--- src/rtl/spi_axi_pkg.sv ---
// Shared opcodes, status bit positions, FSM state types and frame sizing for the SPI to AXI4-Lite bridge.
package spi_axi_pkg;

    localparam logic [1:0] OP_STATUS = 2'b00;
    localparam logic [1:0] OP_READ   = 2'b01;
    localparam logic [1:0] OP_WRITE  = 2'b10;
    localparam logic [1:0] OP_RDATA  = 2'b11;

    localparam int ST_BUSY  = 0;
    localparam int ST_WBUSY = 1;
    localparam int ST_RBUSY = 2;
    localparam int ST_OVR   = 3;
    localparam int ST_RESP  = 4;
    localparam int ST_ERR   = 6;

    localparam logic [1:0] RESP_OKAY = 2'b00;

    typedef enum logic [1:0] {W_IDLE, W_ADDR, W_RESP} wr_state_t;
    typedef enum logic [1:0] {R_IDLE, R_ADDR, R_DATA} rd_state_t;

    function automatic int frame_len(input int addr_w, input int data_w);
        return 2 + addr_w + data_w;
    endfunction

endpackage

--- src/rtl/spi_frontend_sync.sv ---
// SPI slave front end: synchronises SCLK/CEB/MOSI into CLK, counts frame bits, shifts MOSI in and MISO out.
// Latency: about SYNC_STAGES+1 CLK from a pin edge to its effect; no backpressure, the host paces the frame.
module spi_frontend_sync
    import spi_axi_pkg::*;
#(
    parameter int ADDR_W      = 32,
    parameter int DATA_W      = 32,
    parameter int SYNC_STAGES = 2,
    parameter int CNT_W       = $clog2(frame_len(ADDR_W, DATA_W) + 2)
) (
    input  logic              clk,
    input  logic              rst,
    input  logic              spi_ceb,
    input  logic              spi_sclk,
    input  logic              spi_data,
    input  logic [DATA_W-1:0] status_dat,
    input  logic [DATA_W-1:0] rdata_dat,
    output logic              spi_dout,
    output logic              frame_end,
    output logic [CNT_W-1:0]  frame_cnt,
    output logic [1:0]        frame_op,
    output logic [ADDR_W-1:0] frame_addr,
    output logic [DATA_W-1:0] frame_dat
);
    localparam int PAY_W = ADDR_W + DATA_W;

    logic [SYNC_STAGES-1:0] sclk_sync, ceb_sync, data_sync;
    logic                   sclk_d, ceb_d;
    logic                   sclk_s, ceb_s, data_s;
    logic                   sclk_rise, sclk_fall;
    logic [PAY_W-1:0]       mosi_sr;
    logic [DATA_W-1:0]      miso_sr;

    always_ff @(posedge clk) begin
        if (rst) begin
            sclk_sync <= '0;
            ceb_sync  <= '1;
            data_sync <= '0;
            sclk_d    <= 1'b0;
            ceb_d     <= 1'b1;
        end else begin
            sclk_sync <= {sclk_sync[SYNC_STAGES-2:0], spi_sclk};
            ceb_sync  <= {ceb_sync[SYNC_STAGES-2:0], spi_ceb};
            data_sync <= {data_sync[SYNC_STAGES-2:0], spi_data};
            sclk_d    <= sclk_s;
            ceb_d     <= ceb_s;
        end
    end

    assign sclk_s    = sclk_sync[SYNC_STAGES-1];
    assign ceb_s     = ceb_sync[SYNC_STAGES-1];
    assign data_s    = data_sync[SYNC_STAGES-1];
    assign sclk_rise = sclk_s & ~sclk_d;
    assign sclk_fall = ~sclk_s & sclk_d;
    assign frame_end = ceb_s & ~ceb_d;

    // Frame registers are wiped while CEB is high; the frame_end cycle still sees the final values.
    always_ff @(posedge clk) begin
        if (rst || ceb_s) begin
            frame_cnt <= '0;
            frame_op  <= '0;
            mosi_sr   <= '0;
            miso_sr   <= '0;
            spi_dout  <= 1'b0;
        end else if (sclk_rise) begin
            if (frame_cnt != '1)
                frame_cnt <= frame_cnt + CNT_W'(1);
            mosi_sr <= {mosi_sr[PAY_W-2:0], data_s};
            if (frame_cnt < CNT_W'(2))
                frame_op <= {frame_op[0], data_s};
            if (frame_cnt == CNT_W'(1)) begin
                case ({frame_op[0], data_s})
                    OP_STATUS: miso_sr <= status_dat;
                    OP_RDATA:  miso_sr <= rdata_dat;
                    default:   miso_sr <= '0;
                endcase
            end
        end else if (sclk_fall) begin
            spi_dout <= miso_sr[DATA_W-1];
            miso_sr  <= {miso_sr[DATA_W-2:0], 1'b0};
        end
    end

    assign frame_addr = mosi_sr[PAY_W-1:DATA_W];
    assign frame_dat  = mosi_sr[DATA_W-1:0];

endmodule

--- src/rtl/spi_axi_lite_bridge.sv ---
// SPI host to AXI4-Lite master bridge: one single-beat read or write per SPI frame, plus status/control access.
// Latency: AXI request starts 1 CLK after the detected CEB rise; AXI stalls show as BUSY, frames sent while busy set OVR.
// Optional SPI_AXI_RESP_EN adds M_BRESP/M_RRESP capture into status[5:4] and a sticky ERR flag in status[6].
module spi_axi_lite_bridge
    import spi_axi_pkg::*;
#(
    parameter int                ADDR_W      = 32,
    parameter int                DATA_W      = 32,
    parameter int                CTRL_W      = 1,
    parameter int                SYNC_STAGES = 2,
    parameter logic [CTRL_W-1:0] CTRL_RST    = '0
) (
    input  logic                CLK,
    input  logic                RST,
    input  logic                SPI_CEB,
    input  logic                SPI_SCLK,
    input  logic                SPI_DATA,
    output logic                SPI_DOUT,
    output logic [CTRL_W-1:0]   CTRL_OUT,
    output logic [ADDR_W-1:0]   M_AWADDR,
    output logic                M_AWVALID,
    input  logic                M_AWREADY,
    output logic [DATA_W-1:0]   M_WDATA,
    output logic [DATA_W/8-1:0] M_WSTRB,
    output logic                M_WVALID,
    input  logic                M_WREADY,
    input  logic                M_BVALID,
    output logic                M_BREADY,
    output logic [ADDR_W-1:0]   M_ARADDR,
    output logic                M_ARVALID,
    input  logic                M_ARREADY,
    input  logic [DATA_W-1:0]   M_RDATA,
    input  logic                M_RVALID,
    output logic                M_RREADY,
    output logic [2:0]          M_AWPROT,
    output logic [2:0]          M_ARPROT
`ifdef SPI_AXI_RESP_EN
    ,
    input  logic [1:0]          M_BRESP,
    input  logic [1:0]          M_RRESP
`endif
);
    localparam int FRAME_LEN = frame_len(ADDR_W, DATA_W);
    localparam int CNT_W     = $clog2(FRAME_LEN + 2);

    wr_state_t         w_state, w_next;
    rd_state_t         r_state, r_next;
    logic              frame_end;
    logic [CNT_W-1:0]  frame_cnt;
    logic [1:0]        frame_op;
    logic [ADDR_W-1:0] frame_addr;
    logic [DATA_W-1:0] frame_dat;
    logic [DATA_W-1:0] status_word, rdata_q;
    logic              wbusy, rbusy, busy, ovr_q;
    logic              full_frame, wr_launch, rd_launch, overrun, status_done, ctrl_load;

    spi_frontend_sync #(
        .ADDR_W     (ADDR_W),
        .DATA_W     (DATA_W),
        .SYNC_STAGES(SYNC_STAGES),
        .CNT_W      (CNT_W)
    ) u_frontend (
        .clk       (CLK),
        .rst       (RST),
        .spi_ceb   (SPI_CEB),
        .spi_sclk  (SPI_SCLK),
        .spi_data  (SPI_DATA),
        .status_dat(status_word),
        .rdata_dat (rdata_q),
        .spi_dout  (SPI_DOUT),
        .frame_end (frame_end),
        .frame_cnt (frame_cnt),
        .frame_op  (frame_op),
        .frame_addr(frame_addr),
        .frame_dat (frame_dat)
    );

    assign wbusy       = (w_state != W_IDLE);
    assign rbusy       = (r_state != R_IDLE);
    assign busy        = wbusy | rbusy;
    assign full_frame  = frame_end && (frame_cnt == CNT_W'(FRAME_LEN));
    assign wr_launch   = full_frame && (frame_op == OP_WRITE) && !busy;
    assign rd_launch   = full_frame && (frame_op == OP_READ) && !busy;
    assign overrun     = full_frame && (frame_op == OP_WRITE || frame_op == OP_READ) && busy;
    assign status_done = frame_end && (frame_op == OP_STATUS) && (frame_cnt >= CNT_W'(2 + DATA_W));
    assign ctrl_load   = full_frame && (frame_op == OP_STATUS);

    assign M_WSTRB  = '1;
    assign M_AWPROT = 3'b000;
    assign M_ARPROT = 3'b000;

    always_ff @(posedge CLK) begin
        if (RST) begin
            w_state <= W_IDLE;
            r_state <= R_IDLE;
        end else begin
            w_state <= w_next;
            r_state <= r_next;
        end
    end

    // AW and W complete independently; a channel whose VALID already dropped counts as done.
    always_comb begin
        w_next   = w_state;
        M_BREADY = 1'b0;
        case (w_state)
            W_IDLE: if (wr_launch) w_next = W_ADDR;
            W_ADDR: if ((!M_AWVALID || M_AWREADY) && (!M_WVALID || M_WREADY)) w_next = W_RESP;
            W_RESP: begin
                M_BREADY = 1'b1;
                if (M_BVALID) w_next = W_IDLE;
            end
            default: w_next = W_IDLE;
        endcase
    end

    always_comb begin
        r_next    = r_state;
        M_ARVALID = 1'b0;
        M_RREADY  = 1'b0;
        case (r_state)
            R_IDLE: if (rd_launch) r_next = R_ADDR;
            R_ADDR: begin
                M_ARVALID = 1'b1;
                if (M_ARREADY) r_next = R_DATA;
            end
            R_DATA: begin
                M_RREADY = 1'b1;
                if (M_RVALID) r_next = R_IDLE;
            end
            default: r_next = R_IDLE;
        endcase
    end

    always_ff @(posedge CLK) begin
        if (RST) begin
            M_AWVALID <= 1'b0;
            M_WVALID  <= 1'b0;
            M_AWADDR  <= '0;
            M_WDATA   <= '0;
            M_ARADDR  <= '0;
            rdata_q   <= '0;
        end else begin
            if (wr_launch) begin
                M_AWVALID <= 1'b1;
                M_WVALID  <= 1'b1;
                M_AWADDR  <= frame_addr;
                M_WDATA   <= frame_dat;
            end else begin
                if (M_AWREADY) M_AWVALID <= 1'b0;
                if (M_WREADY)  M_WVALID  <= 1'b0;
            end
            if (rd_launch)
                M_ARADDR <= frame_addr;
            if (r_state == R_DATA && M_RVALID)
                rdata_q <= M_RDATA;
        end
    end

`ifdef SPI_AXI_RESP_EN
    logic [1:0] resp_q;
    logic       err_q;
    logic       b_hs, r_hs;

    assign b_hs = (w_state == W_RESP) && M_BVALID;
    assign r_hs = (r_state == R_DATA) && M_RVALID;

    always_ff @(posedge CLK) begin
        if (RST) begin
            resp_q <= RESP_OKAY;
            err_q  <= 1'b0;
        end else begin
            if (status_done) err_q <= 1'b0;
            if (b_hs) begin
                resp_q <= M_BRESP;
                if (M_BRESP != RESP_OKAY) err_q <= 1'b1;
            end
            if (r_hs) begin
                resp_q <= M_RRESP;
                if (M_RRESP != RESP_OKAY) err_q <= 1'b1;
            end
        end
    end
`endif

    always_ff @(posedge CLK) begin
        if (RST) begin
            ovr_q    <= 1'b0;
            CTRL_OUT <= CTRL_RST;
        end else begin
            if (status_done) ovr_q <= 1'b0;
            if (overrun)     ovr_q <= 1'b1;
            if (ctrl_load)   CTRL_OUT <= frame_dat[CTRL_W-1:0];
        end
    end

    always_comb begin
        status_word           = '0;
        status_word[ST_BUSY]  = busy;
        status_word[ST_WBUSY] = wbusy;
        status_word[ST_RBUSY] = rbusy;
        status_word[ST_OVR]   = ovr_q;
`ifdef SPI_AXI_RESP_EN
        status_word[ST_RESP +: 2] = resp_q;
        status_word[ST_ERR]       = err_q;
`endif
    end

endmodule

--- config.mk ---
export PLATFORM = sky130hd
export DESIGN_NAME = spi_axi_lite_bridge
export DESIGN_NICKNAME = d
export VERILOG_FILES = /design/src/rtl/spi_axi_pkg.sv /design/src/rtl/spi_frontend_sync.sv /design/src/rtl/spi_axi_lite_bridge.sv
export SDC_FILE = /design/constraint.sdc
export NUM_CORES = 1
export LEC_CHECK = 0
export CAP_MARGIN = 0
export CORE_MARGIN = 8
export CORE_UTILIZATION = 52
export DETAILED_ROUTE_END_ITERATION = 8
export PLACE_DENSITY = 0.78
export SLEW_MARGIN = 0
export SYNTH_ARGS = -nofsm -noshare
export SYNTH_HDL_FRONTEND = slang
export SYNTH_SLANG_ARGS = --single-unit
--- constraint.sdc ---
create_clock -name CLK -period 4.5 [get_ports CLK]
set_input_delay 0.45 -clock CLK [delete_from_list [all_inputs] [get_ports CLK]]
set_output_delay 0.45 -clock CLK [all_outputs]
set_load 0.02 [all_outputs]
Word level (Yosys, flattened, before mapping)
Index checks and enable logic that the tools add are counted.
W data, S select, Z words.
{"block": "totals", "regBits": 250, "latch_bits": 0, "ram_bits": 0, "rom_bits": 0, "in_bits": 42, "output_inout_bits": 113, "elab_cells": 104, "memories": 0}
{"block": "classes", "n_addsub": 1, "multipliers": 0, "div": 0, "order_cmp": 2, "n_eq_ne": 17, "shifts": 0, "n_mux": 21, "bitwise_logic": 8, "reduce_logical": 35}
{"op": "$mux W32", "n": 3}
{"op": "$pmux W32 S2", "n": 1}
{"op": "$ne A2 B2 Y1 const B", "n": 7}
{"op": "$logic_and A1 B1 Y1", "n": 12}
{"op": "$mux W2", "n": 6}
{"op": "$pmux W2 S3", "n": 2}
{"op": "$reduce_bool A2 Y1", "n": 6}
{"op": "$mux W1", "n": 9}
{"op": "$eq A2 B2 Y1 const B", "n": 4}
{"op": "$logic_not A2 Y1", "n": 4}
{"op": "$reduce_and A2 Y1", "n": 4}
{"op": "$add A7 B1 Y7 const B", "n": 1}
{"op": "$eq A7 B1 Y1 const B", "n": 1}
{"op": "$eq A7 B7 Y1 const B", "n": 1}
{"op": "$ge A7 B6 Y1 const B", "n": 1}
{"op": "$lt A7 B2 Y1 const B", "n": 1}
{"op": "$ne A7 B7 Y1 const B", "n": 1}
{"op": "$eq A2 B1 Y1 const B", "n": 3}
{"op": "$reduce_and A3 Y1", "n": 2}
{"op": "$logic_or A1 B1 Y1", "n": 4}
{"op": "$not A1 Y1", "n": 4}
{"op": "$and A1 B1 Y1", "n": 3}
{"op": "$logic_not A1 Y1", "n": 3}
{"op": "$or A1 B1 Y1", "n": 1}

Logic depth before layout (Yosys ltp)
Gate-level depths: netlist of run 1.
{"block": "logic_depth", "depth_word": 7, "ltp_mapped": 8, "ltp_nobuf": 6}

Hierarchy
A second synthesis of run 1 with hierarchy kept.
{"block": "hier_totals", "cells_unflattened": 1119, "hier_area_um2": 9846.9}
{"mod": "spi_axi_lite_bridge", "instances": 1, "cells_per_inst": 585, "area_each_um2": 5380.2}
{"mod": "spi_frontend_sync", "instances": 1, "cells_per_inst": 534, "area_each_um2": 4466.8}

Least setup slack after synthesis of run 1
No wires, ideal clock.
{"block": "synth_path", "kind": "input to register", "startpoint": "in RST", "endpoint": "reg u_frontend.frame_cnt[3]", "setup_ns": 0.060, "arrival_time_ns": 1.682, "t_required_ns": 4.440, "setup_slack_ns": 2.758, "path_stages": 5, "path_cell_list": "clkbuf_1 nor2_1 clkinv_1 or4_1 nand2_1"}
{"block": "synth_via", "elab_chain_cells": 1}
{"item": "start, declared", "line_no": "spi_axi_lite_bridge.sv:14", "source": "input logic RST,"}
{"item": "$logic_or A1 B1 Y1", "line_no": "spi_frontend_sync.sv:59", "source": "if (rst || ceb_s) begin"}
{"item": "end signal, assigned", "line_no": "spi_frontend_sync.sv:67", "source": "frame_cnt <= frame_cnt + CNT_W'(1);"}
{"item": "end, declared", "line_no": "spi_frontend_sync.sv:20", "source": "output logic [CNT_W-1:0] frame_cnt,"}
Every way passes these cells.
A chain may end at the register's enable or synchronous reset.

Worst setup path in the final report of run 1
{"block": "layout_path", "startpoint": "reg r_state[1]", "endpoint": "reg M_WDATA[1]"}
{"block": "layout_via", "elab_chain_cells": 4}
{"item": "start, declared", "line_no": "spi_axi_lite_bridge.sv:47", "source": "rd_state_t r_state, r_next;"}
{"item": "start signal, assigned", "line_no": "spi_axi_lite_bridge.sv:98", "source": "r_state <= r_next;"}
{"item": "$reduce_bool A2 Y1", "line_no": "spi_axi_lite_bridge.sv:79", "source": "assign rbusy = (r_state != R_IDLE);"}
{"item": "$or A1 B1 Y1", "line_no": "spi_axi_lite_bridge.sv:80", "source": "assign busy = wbusy | rbusy;"}
{"item": "$logic_not A1 Y1", "line_no": "spi_axi_lite_bridge.sv:82", "source": "assign wr_launch = full_frame && (frame_op == OP_WRITE) && !busy;"}
{"item": "$logic_and A1 B1 Y1", "line_no": "spi_axi_lite_bridge.sv:82"}
{"item": "end signal, assigned", "line_no": "spi_axi_lite_bridge.sv:148", "source": "M_WDATA <= frame_dat;"}
{"item": "end, declared", "line_no": "spi_axi_lite_bridge.sv:23", "source": "output logic [DATA_W-1:0] M_WDATA,"}
Every way passes these cells.

==> results.py, run 1 <==
metrics = {
    "clocking": {
        "cts_hold_buf": 0,
        "worstSkewPairLatency_ns": 0.52,
        "cts-root-buf": "clkbuf_16",
        "cts_tree": "yes",
        "clock-sinks": 250,
        "clk_pin_slew_ns": 0.06,
        "cts_resized": 0,
        "cts_buffers": 25,
        "clock_path_buffers": 3,
        "cts_setup_buffers": 0,
        "htreeDepth": 1,
    },
    "floorplan": {
        "die_x_um": 150,
        "dieArea_um2": 22500,
        "core_um2": 17800,
        "num_io_pins": 155,
        "row_count": 49,
        "die_h_um": 150,
        "start_util": 0.524,
    },
    "critical_path": {
        "path_class": "flip-flop to flip-flop",
        "worstSetupEndpointType": "flip-flop",
        "cp.required_ns": 4.86,
        "r2r-end": "M_WDATA[1]$_SDFFE_PP0P_",
        "start_kind": "flip-flop",
        "startpoint": "r_state[1]$_SDFFE_PP0P_",
        "critPathCapture": "M_WDATA[1]$_SDFFE_PP0P_",
        "cp_max_fo": 42,
        "cp.arrival_ns": 3.30,
        "ff2ff_setup_slack_ns": 1.56,
        "reg2reg_depth": 5,
        "r2r_start": "r_state[1]$_SDFFE_PP0P_",
    },
    "cells_and_area": {
        "n_fill_cell": 1484,
        "post-route-util": 0.646,
        "final_common_cell": "nand2_1",
        "drive_gt1_frac": 0.0448,
        "layout.cells.most_common_list": "nand2_1, dfxtp_1, a21oi_1",
        "antenna_cells": 0,
        "nets": 1262,
        "area_growth_pct": 23.2,
    },
    "timing": {
        "setup_tns_ns": 0,
        "fin_crit_sh": 0.653,
        "worstMarginPinSlew_ns": 1.12,
        "setup_ws_ns": 1.56,
        "slew_headroom": 0.254,
        "finClkSkew_ns": 0.0170,
        "hold_violations": 0,
        "slew_violations": 0,
        "timing.fmax_ghz": 0.340,
        "rsz0062_at_grt": "no",
        "finalSetupViolCount": 0,
        "min_period_ns": 2.94,
    },
    "route": {
        "drt_wl_total_mm": 22.2,
        "vias": 7752,
        "dr.pass1.iters": 5,
        "ant_nets": 0,
        "drt_iter0_drc": 495,
        "post-route-drc-count": 0,
        "viasPerCell": 5.32,
        "detail_route.wl_per_cell_um": 15.2,
    },
    "global_route": {
        "grt_pass1_vias": 7457,
        "track_usage": 0.193,
        "grt_pass1_wl_mm": 36.4,
        "antenna_found_initial": 1,
        "grt_max_degree": 100,
        "gr-total-overflow": 0,
    },
    "synthesis": {
        "yosysWarnings": 0,
        "synth.cell_area_um2": 9320,
        "ys_ff_latch": 250,
        "synth_top_area_cell": "dfxtp_1",
        "synth_cell_types": 44,
        "syn_area_per_cell_um2": 8.31,
        "syn-instance-count": 1122,
        "synthTopCellsByArea": "dfxtp_1, nand2_1, a21oi_1, mux2i_1, nor2_1",
        "async_flop_share": 0,
        "synth_flop_cell": "dfxtp_1",
        "synth_seq_area_share": 0.537,
        "synth_top_cell_area_share": 0.537,
        "synth_enable_flop_cells": 0,
    },
    "power": {
        "vdd_drop_max_mv": 0.285,
        "leakagePower_uw": 0.00406,
        "power_density_nw_per_um2": 378,
    },
    "flow_run": {
        "drv_cap": 0,
    },
    "placed_design": {
        "dp_hpwl_mm": 13.9,
        "place_congestion": 0.790,
        "io_buffers": 144,
        "preCtsSetupSlack_ns": 1.48,
    },
    "worst_hold_path": {
        "min_path_type": "flip-flop to flip-flop",
    },
    "outcome": {
        "outcome": "finished clean",
    },
}
critical path, stage by stage (launching register included):
cell,delay [ns]
dfxtp_1,0.33
nor4_1,0.65
nand4_1,0.99
buf_4,0.62
nand2_1,0.12
a21oi_1,0.08
area by class of cell:
class	count	area [um2]	share of cell area
Clock buffer	37	741	0.0645
Clock inverter	6	62.6	0.00545
Inverter	11	42.5	0.00371
Multi-Input combinational cell	774	3860	0.336
Sequential cell	250	5000	0.436
Tap cell	229	287	0.0250
Timing Repair Buffer	150	1480	0.129
registers in the layout (all words and copies together) (netlist names), 7 cells and up:
| signal | count |
|---|---|
| M_ARADDR | 32 |
| M_AWADDR | 32 |
| M_WDATA | 32 |
| rdata_q | 32 |
| u_frontend.frame_cnt | 7 |
| u_frontend.miso_sr | 32 |
| u_frontend.mosi_sr | 64 |
metrics by stage:
step	hold WS [ns]	cell area (um2)	std cells	power [uW]
6_report	0.410	11500	1457	4340
2_1_floorplan	0.389	9350	1130	2340
3_3_place_gp	0.395	10700	1414	2380
5_1_grt	0.415	11500	1457	4490
4_1_cts	0.411	11500	1457	4380
3_5_place_dp	0.394	10700	1414	2380
logic make-up (layout without fill, tap and decap cells):
logic type,Yosys count,count (layout),synth area share
AOI/OAI and AO/OA,254,254,0.150
xor gates and xnor gates,2,2,0.00188
adders and majority gates,8,8,0.0107
buffers and inverters,106,204,0.0538
DFF,250,250,0.537
muxes,34,34,0.0365
other,2,10,0.000806
and+or+nand+nor,466,466,0.209
Yosys cell counts, types with 2 or more instances:
cell type,n
nand3_1,7
a211oi_1,32
buf_2,11
o21ai_0,6
a21oi_1,199
and3_1,28
xnor2_1,2
buf_4,14
o31ai_1,4
clkbuf_1,64
a31oi_1,2
nor2b_1,12
inv_1,10
and4_1,2
nor2_1,70
or4_1,3
a31o_2,2
conb_1,2
a22oi_1,2
or2_2,2
dfxtp_1,250
nand2_1,329
nand2b_1,4
mux2i_1,34
buf_6,5
ha_1,8
worst min path at each step:
stage / start / endpoint / slack (ns) / cells after the start
floorplan: u_frontend.ceb_sync[0]$_SDFF_PP1_ / u_frontend.ceb_sync[1]$_SDFF_PP1_ / 0.39 / 1
global placement: u_frontend.ceb_sync[0]$_SDFF_PP1_ / u_frontend.ceb_sync[1]$_SDFF_PP1_ / 0.39 / 1
detailed placement: u_frontend.ceb_sync[0]$_SDFF_PP1_ / u_frontend.ceb_sync[1]$_SDFF_PP1_ / 0.39 / 1
CTS: u_frontend.ceb_sync[0]$_SDFF_PP1_ / u_frontend.ceb_sync[1]$_SDFF_PP1_ / 0.41 / 1
global route: u_frontend.ceb_sync[0]$_SDFF_PP1_ / u_frontend.ceb_sync[1]$_SDFF_PP1_ / 0.41 / 1
finish: u_frontend.ceb_sync[0]$_SDFF_PP1_ / u_frontend.ceb_sync[1]$_SDFF_PP1_ / 0.41 / 1
routing by layer:
layer | routed length, um | part of all wire | GRT usage | vias up
met3 | 1620 | 0.073 | 0.0535 | 37
met5 | 13 | 0.00059 | 0 | -
met4 | 465 | 0.021 | 0.0535 | 2
met1 | 9400 | 0.42 | 0.235 | 3637
met2 | 10700 | 0.48 | 0.328 | 194
li1 | - | - | - | 3882
where the power goes:
part / switching [uW] / internal, uW / total [uW]
clock network: 821 / 1190 / 2010
logic: 71.1 / 39.9 / 111
registers: 2.46 / 2220 / 2220
total: 895 / 3450 / 4340
No activity file was read; power rests on OpenSTA's default activity.
==> run 2, diff against run 1 <==
==> constraint.sdc (replaced) <==
create_clock -name CLK -period 2.95 [get_ports CLK]
set_input_delay 0.295 -clock CLK [delete_from_list [all_inputs] [get_ports CLK]]
set_output_delay 0.295 -clock CLK [all_outputs]
set_load 0.02 [all_outputs]
==> run 2 against run 1 <==
Against the previous run: sequential share of layout area fell by 0.69 points; global-route usage rose by 0.88 points; power rose by 56%; wire length rose by 3.2%; first-iteration DRC count fell by 21%; count of clock-buffer cells in the layout rose by 4; die area did not move; highest routed layer is now met4.
==> results.py, run 2 (same netlist as run 1, synthesis figures left out) <==
metrics = {
    "route": {
        "dr_wl_met2_mm": 11.1,
        "post-route-drc-count": 0,
        "drt_wl_total_mm": 22.9,
        "drt_iter0_drc": 392,
        "dr.pass1.iters": 4,
        "detail_route.wl_per_cell_um": 15.5,
        "met1_length_mm": 9.74,
        "vias": 7765,
        "viasPerCell": 5.27,
        "wl_met3_mm": 1.69,
        "highest_layer": "met4",
        "ant_nets": 0,
    },
    "cells_and_area": {
        "area_growth_pct": 25.2,
        "ff_latch_area_um2": 5000,
        "multi_input_area_um2": 3860,
        "nets": 1275,
        "n_fill_cell": 1492,
        "final_common_cell": "nand2_1",
        "largest_reg_flops": 64,
        "drive_gt1_frac": 0.0555,
        "layout.cells.most_common_list": "nand2_1, dfxtp_1, a21oi_1",
        "top_register": "u_frontend.mosi_sr",
    },
    "power": {
        "combPwrFrac": 0.026,
        "p_sw_uw": 1390,
        "pwr-share-seq": 0.499,
        "power.internal_uw": 5400,
        "leakagePower_uw": 0.00416,
        "swShare": 0.204,
        "clockPowerShare": 0.475,
        "vdd_drop_max_mv": 0.490,
        "power_density_nw_per_um2": 582,
    },
    "timing": {
        "slew_violations": 0,
        "finalSetupViolCount": 0,
        "setup_tns_ns": 0,
        "hold_violations": 0,
        "rsz0062_at_grt": "no",
        "timing.fmax_ghz": 0.418,
        "whs_ns": 0.258,
        "slew_headroom": 0.381,
        "worstMarginPinSlew_ns": 0.928,
        "min_period_ns": 2.39,
        "fin_crit_sh": 0.810,
        "finClkSkew_ns": 0.0110,
    },
    "floorplan": {
        "dieArea_um2": 22500,
        "die_h_um": 150,
        "start_util": 0.524,
        "die_x_um": 150,
        "row_count": 49,
        "core_um2": 17800,
        "num_io_pins": 155,
    },
    "outcome": {
        "outcome": "finished clean",
    },
    "placed_design": {
        "io_buffers": 144,
        "place_congestion": 0.761,
        "dp_hpwl_mm": 14.4,
    },
    "global_route": {
        "antenna_found_initial": 0,
        "gr-total-overflow": 0,
        "grt_pass1_wl_mm": 38.0,
        "grt_pass1_vias": 7646,
        "grt_max_degree": 144,
        "track_usage": 0.202,
    },
    "critical_path": {
        "path_class": "flip-flop to flip-flop",
        "cp.arrival_ns": 2.76,
        "start_kind": "flip-flop",
        "cp.required_ns": 3.32,
        "critPathCapture": "M_ARADDR[1]$_SDFFE_PP0P_",
        "r2r-end": "M_ARADDR[1]$_SDFFE_PP0P_",
        "reg2reg_depth": 6,
        "r2r_start": "u_frontend.frame_cnt[1]$_SDFFE_PP0P_",
        "ff2ff_setup_slack_ns": 0.56,
        "cp_max_fo": 20,
        "worstSetupEndpointType": "flip-flop",
        "startpoint": "u_frontend.frame_cnt[1]$_SDFFE_PP0P_",
    },
    "clocking": {
        "clk_pin_slew_ns": 0.06,
        "cts_tree": "yes",
        "clock-sinks": 250,
        "cts-root-buf": "clkbuf_16",
        "cts_setup_buffers": 0,
        "clock_path_buffers": 3,
        "cts_buffers": 26,
        "worstSkewPairLatency_ns": 0.51,
        "cts_resized": 0,
        "cts_hold_buf": 0,
        "htreeDepth": 1,
    },
    "flow_run": {
        "drv_cap": 0,
    },
    "worst_hold_path": {
        "min_path_type": "input port to flip-flop",
    },
}
==> run 2: cell count changes in the layout (fill, tap and decap cells not counted) <==
cell | before | now
clkbuf_16 | 25 | 27
clkinv_4 | 1 | 0
clkinv_2 | 4 | 5
buf_12 | 0 | 3
buf_4 | 7 | 16
inv_6 | 1 | 0
clkbuf_8 | 7 | 8
clkbuf_1 | 5 | 6
diode_2 | 0 | 1
==> run 2: area by class of cell <==
class	instances	share of cell area
inverter	11	0.00365
timing repair buffer	162	0.138
multi-input combinational	774	0.331
clock inverter	5	0.00429
antenna	1	0.000215
clock buffer	41	0.0693
sequential	250	0.429
tap	229	0.0246
==> run 2: worst min path at each step <==
stage,cells after the start,start,end
global route,5,RST,u_frontend.frame_cnt[3]$_SDFFE_PP0P_
finish,5,RST,u_frontend.miso_sr[2]$_SDFFE_PP0P_
floorplan,1,u_frontend.ceb_sync[0]$_SDFF_PP1_,u_frontend.ceb_sync[1]$_SDFF_PP1_
CTS,5,RST,u_frontend.miso_sr[2]$_SDFFE_PP0P_
global placement,1,u_frontend.ceb_sync[0]$_SDFF_PP1_,u_frontend.ceb_sync[1]$_SDFF_PP1_
detailed placement,1,u_frontend.ceb_sync[0]$_SDFF_PP1_,u_frontend.ceb_sync[1]$_SDFF_PP1_
==> run 2: through the flow <==
stage	area [um2]	cells	setup slack, ns	total power [uW]	utilization
global placement	10800	1426	0.703	3640	0.608
CTS	11700	1472	0.563	6830	0.656
finish	11700	1473	0.560	6790	0.656
floorplan	9350	1130	1.24	3560	-
detailed placement	10800	1426	0.593	3640	0.608
global route	11700	1472	0.353	7000	0.656
==> run 2: power by group through the flow <==
stage                     Clock, uW  Combinational, uW  Sequential (uW)
after CTS                      3270                178             3390
after floorplan                   0                106             3460
after global placement            0                175             3460
after global routing           3430                192             3380
final                          3230                178             3390
after detailed placement          0                177             3460
==> run 2: critical path: stages (launching register included) <==
cell and delay (ns):
dfxtp_1 0.46, ha_1 0.23, and4b_1 0.32, nand4_2 0.59, buf_12 0.41, mux2i_1 0.16, nor2_1 0.06
==> run 2: metal layers <==
layer / global-route usage / vias up
met3: 0.0599 / 29
li1: - / 3910
met5: 0 / -
met4: 0.0505 / 0
met2: 0.349 / 167
met1: 0.241 / 3659
==> run 3, diff against run 2 <==
==> constraint.sdc (replaced) <==
create_clock -name CLK -period 2.2 [get_ports CLK]
set_input_delay 0.22 -clock CLK [delete_from_list [all_inputs] [get_ports CLK]]
set_output_delay 0.22 -clock CLK [all_outputs]
set_load 0.02 [all_outputs]
==> run 3 against run 2 <==
Against the previous run: clock skew is 0.0026 ns lower; wire length fell by 0.44%; count of clock-buffer cells in the layout shrank 5; register-to-register slack worse by 0.30 ns; largest power group unchanged.
==> results.py, run 3 (same netlist as run 1, synthesis figures left out) <==
metrics = {
    "outcome": {
        "outcome": "finished clean",
    },
    "placed_design": {
        "dp_hpwl_mm": 14.3,
        "place_congestion": 0.838,
        "preCtsSetupSlack_ns": 0.324,
        "dp.cells": 1426,
        "io_buffers": 144,
        "placed_cell_area_um2": 10900,
    },
    "floorplan": {
        "core_um2": 17800,
        "die_x_um": 150,
        "row_count": 49,
        "dieArea_um2": 22500,
        "die_h_um": 150,
        "num_io_pins": 155,
        "start_util": 0.524,
    },
    "global_route": {
        "grt_pass1_vias": 7549,
        "grt_pass1_wl_mm": 37.6,
        "track_usage": 0.200,
        "grt_max_degree": 97,
        "antenna_found_initial": 1,
        "gr-total-overflow": 0,
    },
    "cells_and_area": {
        "n_fill_cell": 1485,
        "antenna_cells": 0,
        "drive_gt1_frac": 0.0541,
        "area_growth_pct": 25.0,
        "stdcell_count": 1468,
        "layout.cells.most_common_list": "nand2_1, dfxtp_1, a21oi_1",
        "final_common_cell": "nand2_1",
        "nets": 1274,
        "top_register": "u_frontend.mosi_sr",
        "largest_reg_flops": 64,
        "ff_latch_area_um2": 5000,
        "multi_input_area_um2": 3860,
        "final_cell_area_um2": 11700,
    },
    "critical_path": {
        "start_kind": "flip-flop",
        "reg2reg_depth": 6,
        "cp.arrival_ns": 1.87,
        "r2r-end": "M_AWADDR[14]$_SDFFE_PP0P_",
        "ff2ff_setup_slack_ns": 0.26,
        "worstSetupEndpointType": "primary output",
        "path_class": "flip-flop to primary output",
        "cp.required_ns": 1.98,
        "cp_max_fo": 4,
        "r2r_start": "u_frontend.frame_cnt[1]$_SDFFE_PP0P_",
    },
    "timing": {
        "worstMarginPinSlew_ns": 0.956,
        "setup_ws_ns": 0.108,
        "fin_crit_sh": 0.951,
        "timing.fmax_ghz": 0.478,
        "hold_violations": 0,
        "slew_violations": 0,
        "setup_tns_ns": 0,
        "min_period_ns": 2.09,
        "slew_headroom": 0.363,
        "finClkSkew_ns": 0.00843,
        "whs_ns": 0.177,
        "finalSetupViolCount": 0,
        "rsz0062_at_grt": "no",
    },
    "route": {
        "drt_wl_total_mm": 22.8,
        "drt_iter0_drc": 493,
        "ant_nets": 0,
        "post-route-drc-count": 0,
        "viasPerCell": 5.25,
        "detail_route.wl_per_cell_um": 15.5,
        "dr.pass1.iters": 5,
        "vias": 7704,
    },
    "clocking": {
        "cts_hold_buf": 0,
        "cts_resized": 0,
        "clock-sinks": 250,
        "clk_pin_slew_ns": 0.06,
        "clock_path_buffers": 3,
        "htreeDepth": 1,
        "cts_setup_buffers": 0,
        "cts_buffers": 25,
        "worstSkewPairLatency_ns": 0.51,
        "cts-root-buf": "clkbuf_16",
        "cts_tree": "yes",
    },
    "worst_hold_path": {
        "min_to": "u_frontend.miso_sr[1]$_SDFFE_PP0P_",
        "min_delay_path_depth": 5,
        "hold_path_startpoint": "RST",
        "min_path_type": "input port to flip-flop",
    },
    "power": {
        "leakagePower_uw": 0.00415,
        "power_density_nw_per_um2": 763,
        "vdd_drop_max_mv": 0.699,
    },
    "flow_run": {
        "drv_cap": 0,
    },
}
[run 3: cell types whose count changed in the layout (fill, tap and decap cells not counted)]
cell / previous run / this run
buf_12: 3 / 7
clkbuf_16: 27 / 25
diode_2: 1 / 0
buf_4: 16 / 12
inv_6: 0 / 1
clkbuf_8: 8 / 7
clkbuf_1: 6 / 4
clkinv_2: 5 / 4
clkinvlp_4: 0 / 1
[run 3: worst max-delay path, stage by stage, from the launching register on]
cell             delay [ns]
dfxtp_1                0.37
nor2b_1                0.31
clkdlybuf4s50_1        0.68
[run 3: worst max-delay path by stage]
stage	startpoint	to	cells past startpoint
after floorplan	u_frontend.frame_cnt[2]$_SDFFE_PP0P_	M_ARADDR[3]$_SDFFE_PP0P_	6
after global placement	u_frontend.frame_cnt[1]$_SDFFE_PP0P_	M_AWADDR[11]$_SDFFE_PP0P_	6
after detailed placement	u_frontend.frame_cnt[2]$_SDFFE_PP0P_	M_AWADDR[11]$_SDFFE_PP0P_	5
after CTS	w_state[1]$_SDFFE_PP0P_	M_BREADY	2
after global routing	w_state[1]$_SDFFE_PP0P_	M_BREADY	2
final	w_state[1]$_SDFFE_PP0P_	M_BREADY	2
[run 3: final cells by class]
type,count,area share
clock buffers,36,0.0632
inverters,11,0.00365
flip-flops and latches,250,0.429
repair buffers,162,0.143
multi-input cells,774,0.331
well taps,229,0.0246
clock inverters,6,0.00526
[run 3: power by group]
group	internal [uW]	switching, uW	leakage [uW]	total, uW
clock network	2430	1680	0.000394	4110
registers	4530	4.93	0.00201	4540
logic	91.7	153	0.00174	245
total	7050	1840	0.00415	8890
[run 3: per-stage QoR]
stage,total power [uW],util
after floorplan,4780,-
after global placement,4880,0.611
after detailed placement,4880,0.611
after CTS,8970,0.655
after global routing,9200,0.655
final,8890,0.655
[run 3: metal layers]
metal | up-vias | routed length, um | GRT usage
met5 | - | 13 | 0
met4 | 2 | 302 | 0.0435
met3 | 25 | 1530 | 0.0572
met2 | 160 | 11000 | 0.344
met1 | 3619 | 9900 | 0.244
li1 | 3898 | - | -
